<file path="src/rtl/fft_frame_ctrl.sv">
// fft_frame_ctrl: sequencer for the xfft_0 core (config, capture, stream, output tracking).
// Optional macro FFT_FRAME_AUTO_EN: restart the next frame automatically after a clean one.
module fft_frame_ctrl #(
    parameter int         N_PTS    = 128,
    parameter int         DATA_W   = 16,
    parameter logic [7:0] CFG_WORD = 8'h01,
    parameter int         TIMEOUT  = 4096,
    localparam int        AW       = $clog2(N_PTS)
) (
    input  logic                clk,
    input  logic                rst_n,
    input  logic                start,
    input  logic [DATA_W-1:0]   adc_data,
    input  logic                adc_valid,
    output logic [7:0]          cfg_tdata,
    output logic                cfg_tvalid,
    input  logic                cfg_tready,
    output logic [2*DATA_W-1:0] s_tdata,
    output logic                s_tvalid,
    input  logic                s_tready,
    output logic                s_tlast,
    input  logic                m_tvalid,
    input  logic                m_tlast,
    output logic                m_tready,
    output logic [AW-1:0]       bin_idx,
    output logic                busy,
    output logic                frame_done,
    output logic                err
);

    localparam int              WDW    = $clog2(TIMEOUT + 1);
    localparam logic [AW-1:0]   LAST   = AW'(N_PTS - 1);
    localparam logic [WDW-1:0]  WD_LIM = WDW'(TIMEOUT - 1);

    typedef enum logic [2:0] {
        S_IDLE,
        S_CFG,
        S_FILL,
        S_SEND,
        S_WAIT
    } state_t;

    state_t            state_q, state_d;
    logic [AW-1:0]     wr_q, wr_d;
    logic [AW-1:0]     rd_q, rd_d;
    logic [AW-1:0]     out_q, out_d;
    logic [WDW-1:0]    wd_q, wd_d;
    logic              err_q, err_d;
    logic              done_q, done_d;
    logic              rdy_q;
    logic [DATA_W-1:0] mem [N_PTS];

    always_ff @(posedge clk or negedge rst_n) begin
        if (!rst_n) begin
            state_q <= S_IDLE;
            wr_q    <= '0;
            rd_q    <= '0;
            out_q   <= '0;
            wd_q    <= '0;
            err_q   <= 1'b0;
            done_q  <= 1'b0;
            rdy_q   <= 1'b0;
        end else begin
            state_q <= state_d;
            wr_q    <= wr_d;
            rd_q    <= rd_d;
            out_q   <= out_d;
            wd_q    <= wd_d;
            err_q   <= err_d;
            done_q  <= done_d;
            rdy_q   <= 1'b1;
        end
    end

    // Sample buffer has no reset; contents are only read after a full fill.
    always_ff @(posedge clk) begin
        if (state_q == S_FILL && adc_valid)
            mem[wr_q] <= adc_data;
    end

    always_comb begin
        state_d = state_q;
        wr_d    = wr_q;
        rd_d    = rd_q;
        out_d   = out_q;
        wd_d    = wd_q;
        err_d   = err_q;
        done_d  = 1'b0;
        unique case (state_q)
            S_IDLE: begin
                // The frame_done cycle still blocks a new start.
                if (start && !done_q) begin
                    err_d   = 1'b0;
                    wr_d    = '0;
                    rd_d    = '0;
                    out_d   = '0;
                    state_d = S_CFG;
                end
            end
            S_CFG: begin
                if (cfg_tready)
                    state_d = S_FILL;
            end
            S_FILL: begin
                if (adc_valid) begin
                    wr_d = wr_q + 1'b1;
                    if (wr_q == LAST) begin
                        rd_d    = '0;
                        wd_d    = '0;
                        state_d = S_SEND;
                    end
                end
            end
            S_SEND: begin
                wd_d = wd_q + 1'b1;
                if (wd_q == WD_LIM) begin
                    err_d   = 1'b1;
                    state_d = S_IDLE;
                end else if (s_tready) begin
                    rd_d = rd_q + 1'b1;
                    if (rd_q == LAST) begin
                        wd_d    = '0;
                        out_d   = '0;
                        state_d = S_WAIT;
                    end
                end
            end
            S_WAIT: begin
                wd_d = wd_q + 1'b1;
                if (wd_q == WD_LIM) begin
                    err_d   = 1'b1;
                    state_d = S_IDLE;
                end else if (m_tvalid) begin
                    out_d = out_q + 1'b1;
                    if (m_tlast) begin
                        state_d = S_IDLE;
                        if (out_q == LAST) begin
                            done_d = 1'b1;
`ifdef FFT_FRAME_AUTO_EN
                            wr_d    = '0;
                            rd_d    = '0;
                            out_d   = '0;
                            state_d = S_CFG;
`endif
                        end else begin
                            err_d = 1'b1;
                        end
                    end else if (out_q == LAST) begin
                        err_d = 1'b1;
                    end
                end
            end
            default: state_d = S_IDLE;
        endcase
    end

    assign busy       = (state_q != S_IDLE);
    assign cfg_tvalid = (state_q == S_CFG);
    assign cfg_tdata  = cfg_tvalid ? CFG_WORD : 8'h00;
    assign s_tvalid   = (state_q == S_SEND);
    assign s_tlast    = s_tvalid && (rd_q == LAST);
    assign s_tdata    = s_tvalid ? {{DATA_W{1'b0}}, mem[rd_q]} : '0;
    assign m_tready   = rdy_q;
    assign bin_idx    = out_q;
    assign frame_done = done_q;
    assign err        = err_q;

endmodule

</file>
<file path="config.mk">
export PLATFORM = sky130hd
export DESIGN_NAME = fft_frame_ctrl
export DESIGN_NICKNAME = d
export VERILOG_FILES = /design/src/rtl/fft_frame_ctrl.sv
export SDC_FILE = /design/constraint.sdc
export NUM_CORES = 2
export LEC_CHECK = 0
export ABC_AREA = 0
export BUFFER_PORTS_ARGS = -buffer_cell sky130_fd_sc_hd__buf_4
export CELL_PAD_IN_SITES_DETAIL_PLACEMENT = 1
export CELL_PAD_IN_SITES_GLOBAL_PLACEMENT = 2
export CORE_ASPECT_RATIO = 0.6
export CORE_MARGIN = 2
export CORE_UTILIZATION = 35
export CTS_CLUSTER_DIAMETER = 50
export CTS_CLUSTER_SIZE = 28
export DETAILED_ROUTE_END_ITERATION = 6
export PLACE_DENSITY_LB_ADDON = 0.08
export SLEW_MARGIN = 20
export SYNTH_ARGS = -nofsm -noshare
export SYNTH_HDL_FRONTEND = slang
export SYNTH_SLANG_ARGS = --single-unit
</file>
<file path="constraint.sdc">
create_clock -name clk -period 3.45 [get_ports clk]
set_input_delay 0.5175 -clock clk [delete_from_list [all_inputs] [get_ports clk]]
set_output_delay 0.5175 -clock clk [all_outputs]
set_load 0.01 [all_outputs]
</file>
* Word-level counts from Yosys, hierarchy flattened
Memories as Yosys holds them, arrays and structs flattened. Cells that the tools add are included.
Cells by class: add/sub/neg operators 4, equality and inequality tests 24, mux-type cells 48, reduce and logical (&&, ||, !) cells 16
Operators by type and width (number):
- 7-bit two-way mux | 11
- 13-bit two-way mux | 5
- 7-bit one-hot mux with 3 select lines | 2
- 13-bit one-hot mux with 3 select lines | 1
- 3-bit two-way mux | 10
- 7-bit by 1-bit adder with 7-bit output (second input constant) | 3
- 7-bit equality test (second input constant) | 3
- 16-bit two-way mux | 1
- 1-bit two-way mux | 15
- 3-bit one-hot mux with 5 select lines | 1
- 7-bit one-hot mux with 2 select lines | 1
- 13-bit by 1-bit adder with 13-bit output (second input constant) | 1
- 13-bit by 12-bit equality test with 1-bit output (second input constant) | 1
- 6-bit AND reduction | 2
- 3-bit nonzero test | 4
- 2-bit by 1-bit inequality test with 1-bit output (second input constant) | 5
- 2-bit inequality test (second input constant) | 5
- 4-bit inequality test (second input constant) | 2
- 8-bit AND reduction | 1
- 7-bit AND reduction | 1
- 3-bit by 2-bit equality test with 1-bit output (second input constant) | 2
- 3-bit by 1-bit inequality test with 1-bit output (second input constant) | 2
- 3-bit inequality test (second input constant) | 2
- 3-bit AND reduction | 2
- 7 further kinds | 9
Storage, ports and cells: register bits after elaboration 40, memory bits (writable) 2048, bits of input ports 24, output and inout port bits 54, logic and storage cells 101, memories 1
Memories:
- mem | words 128, width 16, read ports 1, clocked after memory_dff 0, wr ports 1, RTL line 51 | logic [DATA_W-1:0] mem [N_PTS];

* Longest topological paths before layout
depth in word-level cells 6, depth in mapped cells 12, gate-level depth less buffers 7

* Worst setup path after synthesis
Ideal clock, no wire load.
path kind flip-flop to output port, from register rd_q[0], to output port s_tdata[9], arrival time 2220 ps, required time 2932 ps, setup slack 713 ps, cell stages (with the launch flop) 10, path buffers 4, path through dfrtp_1 buf_6 buf_6 buf_2 buf_4 mux4_2 a22oi_1 o211ai_1 o21ai_0 a22oi_1
On the way: longest elaborated chain between the ends 2
Ends and longest elaborated chain:
- start: declaration | RTL line 45 | logic [AW-1:0] rd_q, rd_d;
- start signal: assignment | RTL line 66 | rd_q <= rd_d;
- memory read 128 x 16 bit
- 16-bit two-way mux | RTL line 162 | assign s_tdata = s_tvalid ? {{DATA_W{1'b0}}, mem[rd_q]} : '0;
- end: declaration | RTL line 18 | output logic [2*DATA_W-1:0] s_tdata,
Every way passes these cells.

* Final worst setup path
from register rd_q[0], to output port s_tdata[2]
The elaborated chain is that of the path after synthesis.

==> results by group <==
Setup path
  • CP Buf/Inv Count: 6
  • Critical path arrival: 3.88 ns
  • Crit path to: s_tdata[2]
  • Crit-path max cell delay: 0.54 ns
  • R2R Path End: rd_q[1]$_DFFE_PN0P_
  • Worst Path Required: 2.93 ns
  • Worst path depth: 10
  • Critical path type: reg -> out
  • CP max-delay cell: mux4_2
  • Worst-path cell chain: buf_12, buf_16, buf_8, buf_12, buf_6, mux4_2, mux4_2, a22oi_2, a22oi_2, buf_4
  • Worst R2R Start: wd_q[1]$_DFFE_PN0P_
  • FF-to-FF setup slack: approximately 0.47 ns
  • Setup crit start kind: register
  • Critical Path Source: rd_q[0]$_DFFE_PN0P_
  • Critical path fanouts, max: 5
  • Crit path max-delay family: multiplexers
  • Setup crit end kind: primary output
  • Cells on worst reg2reg path: 6

Timing
  • Setup_tns: -13.01 ns
  • Max-slew headroom: 0.215
  • Final worst slack: -0.945 ns
  • Final Critical Period: 4.40 ns
  • Endpoints failing hold: 0
  • Slew at the pin with the worst max-slew slack: 1.18 ns
  • Final setup fails: 16
  • Min Hold Slack: 0.117 ns
  • Period utilization: 1.27
  • Fmax: 228 MHz
  • Final Slew Violations: 0
  • Clock skew: 0.0553 ns
  • Setup repair after global routing missed its margin: true

Drt
  • DRT iter0 DRCs: 4892
  • Routed via count: 42700
  • Pre-antenna DRT Iters: 5
  • Routed wire length: 273000 µm
  • Vias per cell: 5.60
  • Wire per inst: about 36 µm
  • Detail Route Antenna Nets: 0
  • DRC viols: 0

Finish
  • Area of the multi-input gates: about 19000 µm²
  • Final nets: 4470
  • Area Growth Syn to Fin: 21.4%
  • Most frequent cells in the layout: edfxtp_1, buf_4, mux4_2, clkbuf_16, mux2i_1
  • FILL cells: 21200
  • Share of cells above drive strength 1: 0.385
  • Total area of sequential cells: 62500 µm²
  • Final core utilization: 0.428
  • Most common cell after layout, fill and taps aside: edfxtp_1

Clock network
  • Cell at the root of the clock tree: clkbuf_16
  • Sink Count: 2088
  • Number of H-tree levels: 4
  • CTS tree: done
  • Clk buf depth: 4
  • Clk Latency, worst-skew pair: between 0.8 and 0.9 ns
  • Clock transition at path regs: 0.08 ns
  • CTS buffer count: 170

Global routing
  • Met3 Use GR: 0.0482
  • Vias in the first global route: 42500
  • Met1 usage: 0.379
  • Total global routing overflow: 0
  • Most Crowded Layer GR: met1
  • Initial antenna violation count: 11
  • GRT met2 Usage: 0.316
  • First-pass GRT wire length: 375000 µm
  • Largest net degree at the start of global routing: 129
  • GRT Overall Usage: 0.232

Die
  • I/O Pins: 78
  • Row count: 136
  • Die Wd: 625 µm
  • Core area: 230000 µm²
  • Starting Density: 0.353
  • Die height: ~380 µm
  • Total die area: 235000 µm²

Synth
  • Mapped Area: between 80000 and 90000 µm²
  • Synth Instances: 3751
  • Post-synth top flop: edfxtp_1
  • Post-synth EDFFs: 2048
  • Async set or reset register ratio after synthesis: 0.0192
  • Synth warn: 0
  • Number of synthesized register bits: 2088
  • Synth unique cells: 64
  • Syn avg cell area: 21.6 µm²
  • Post-synthesis sequential area ratio: 0.772

Place
  • Setup WS pre-CTS: -1.21 ns
  • Post-DP HPWL: 174000 µm
  • Port-buffer cells: 54
  • RePlAce Congestion: approximately 0.82

Power and ir drop
  • PD cells: 678 nW/µm²
  • Pleak: 30.9 nW
  • Worst VDD drop: between 0.3 and 0.4 mV

Min path
  • Hold Crit Class: in -> reg

Status
  • Outcome: complete, but fails checks
  • Failing checks: negative setup slack

Flow run
  • Max-cap violations: 0
[routing by layer]
metal  wire length (µm)  share of wire
met3              20600          0.075
met5                  0              0
met1             136000           0.50
met2             112000           0.41
met4               4510          0.017
[through the flow]
step	instances	power (mW)	instance area, µm²
finish	7621	66.7	98300
global route	7610	69.0	98300
CTS	7599	67.3	98000
detailed placement	7225	43.6	89800
global placement	7225	43.6	89800
floorplan	3773	37.1	81100
[flip-flops by register name, indices dropped and copies added, names as in the netlist]
signal	count
err	1
mem	2048
wr_q	7
frame_done	1
state_q	3
bin_idx	7
wd_q	13
rd_q	7
m_tready	1
[what timing repair did]
action	CTS	global route
gates resized for setup	262	69
cloned	18	1
setup buffers	56	20
endpoints found under the hold margin	45	0
pin swaps	56	46
endpoints found under the setup margin	17	17
hold buffers	5	0
[cell families after synthesis]
family                     after synthesis  share of synthesized area
buffers and inverters                  245                     0.0166
DFF                                   2088                      0.772
xor gates and xnor gates                 7                   0.000757
and+or+nand+nor                        381                     0.0210
other                                    2                  0.0000927
adders and majority gates                4                   0.000618
AOI/OAI and AO/OA                      366                     0.0309
muxes                                  658                      0.158
[power by group]
| group | total [mW] | internal [mW] | switching (mW) |
|---|---|---|---|
| Sequential | 28.1 | 27.9 | 0.139 |
| Combinational | 17.6 | 8.72 | 8.84 |
| Clock | 21.1 | 10.6 | 10.5 |
[final cells by class]
class,instances,share of cell area
clock inverter,126,0.0153
clock buffer,177,0.0446
sequential,2088,0.636
timing repair buffer,728,0.0765
tap,3036,0.0386
multi-input combinational,1440,0.188
inverter,14,0.000585
antenna,12,0.000305
[how the worst min path moves through the flow]
| stage | from | endpoint | slack, ns | cells past startpoint |
|---|---|---|---|---|
| 3_3_place_gp | wd_q[0]$_DFFE_PN0P_ | wd_q[0]$_DFFE_PN0P_ | 0.49 | 1 |
| 6_report | adc_data[4] | mem[83][4]$_DFFE_PP_ | 0.12 | 1 |
| 5_1_grt | adc_data[4] | mem[19][4]$_DFFE_PP_ | 0.08 | 1 |
| 2_1_floorplan | rst_n | bin_idx[0]$_DFFE_PN0P_ | 0.22 | 0 |
| 3_5_place_dp | wd_q[0]$_DFFE_PN0P_ | wd_q[0]$_DFFE_PN0P_ | 0.50 | 1 |
| 4_1_cts | adc_data[4] | mem[23][4]$_DFFE_PP_ | 0.06 | 1 |
[synth_stat cells, types with 13 or more instances]
master    instances  area (µm²)
edfxtp_1       2048       61500
mux4_2          499       11200
nor2_1          180         676
mux2i_1         154        1540
nand2_1          82         308
a21oi_1          81         405
clkbuf_1         73         274
a22oi_1          66         495
buf_2            64         320
buf_4            50         375
o211ai_1         43         323
nand3_1          41         205
dfrtp_1          40        1000
o21ai_0          40         200
a211oi_1         25         188
buf_1            22        82.6
buf_6            21         236
nor3_1           19        95.1
o221ai_1         18         158
o22ai_1          17         106
a31oi_1          14        87.6
nor2b_1          14        87.6
inv_1            13        48.8
[worst reg2reg max path: cells and delay by family, from the launching register on]
kind                       cells  cell delay (ns)
AOI/OAI and AO/OA              3             1.34
adders and majority gates      1             0.23
DFF                            1             0.37
and+or+nand+nor                2             0.86
Power figures use the tool's default switching activity.
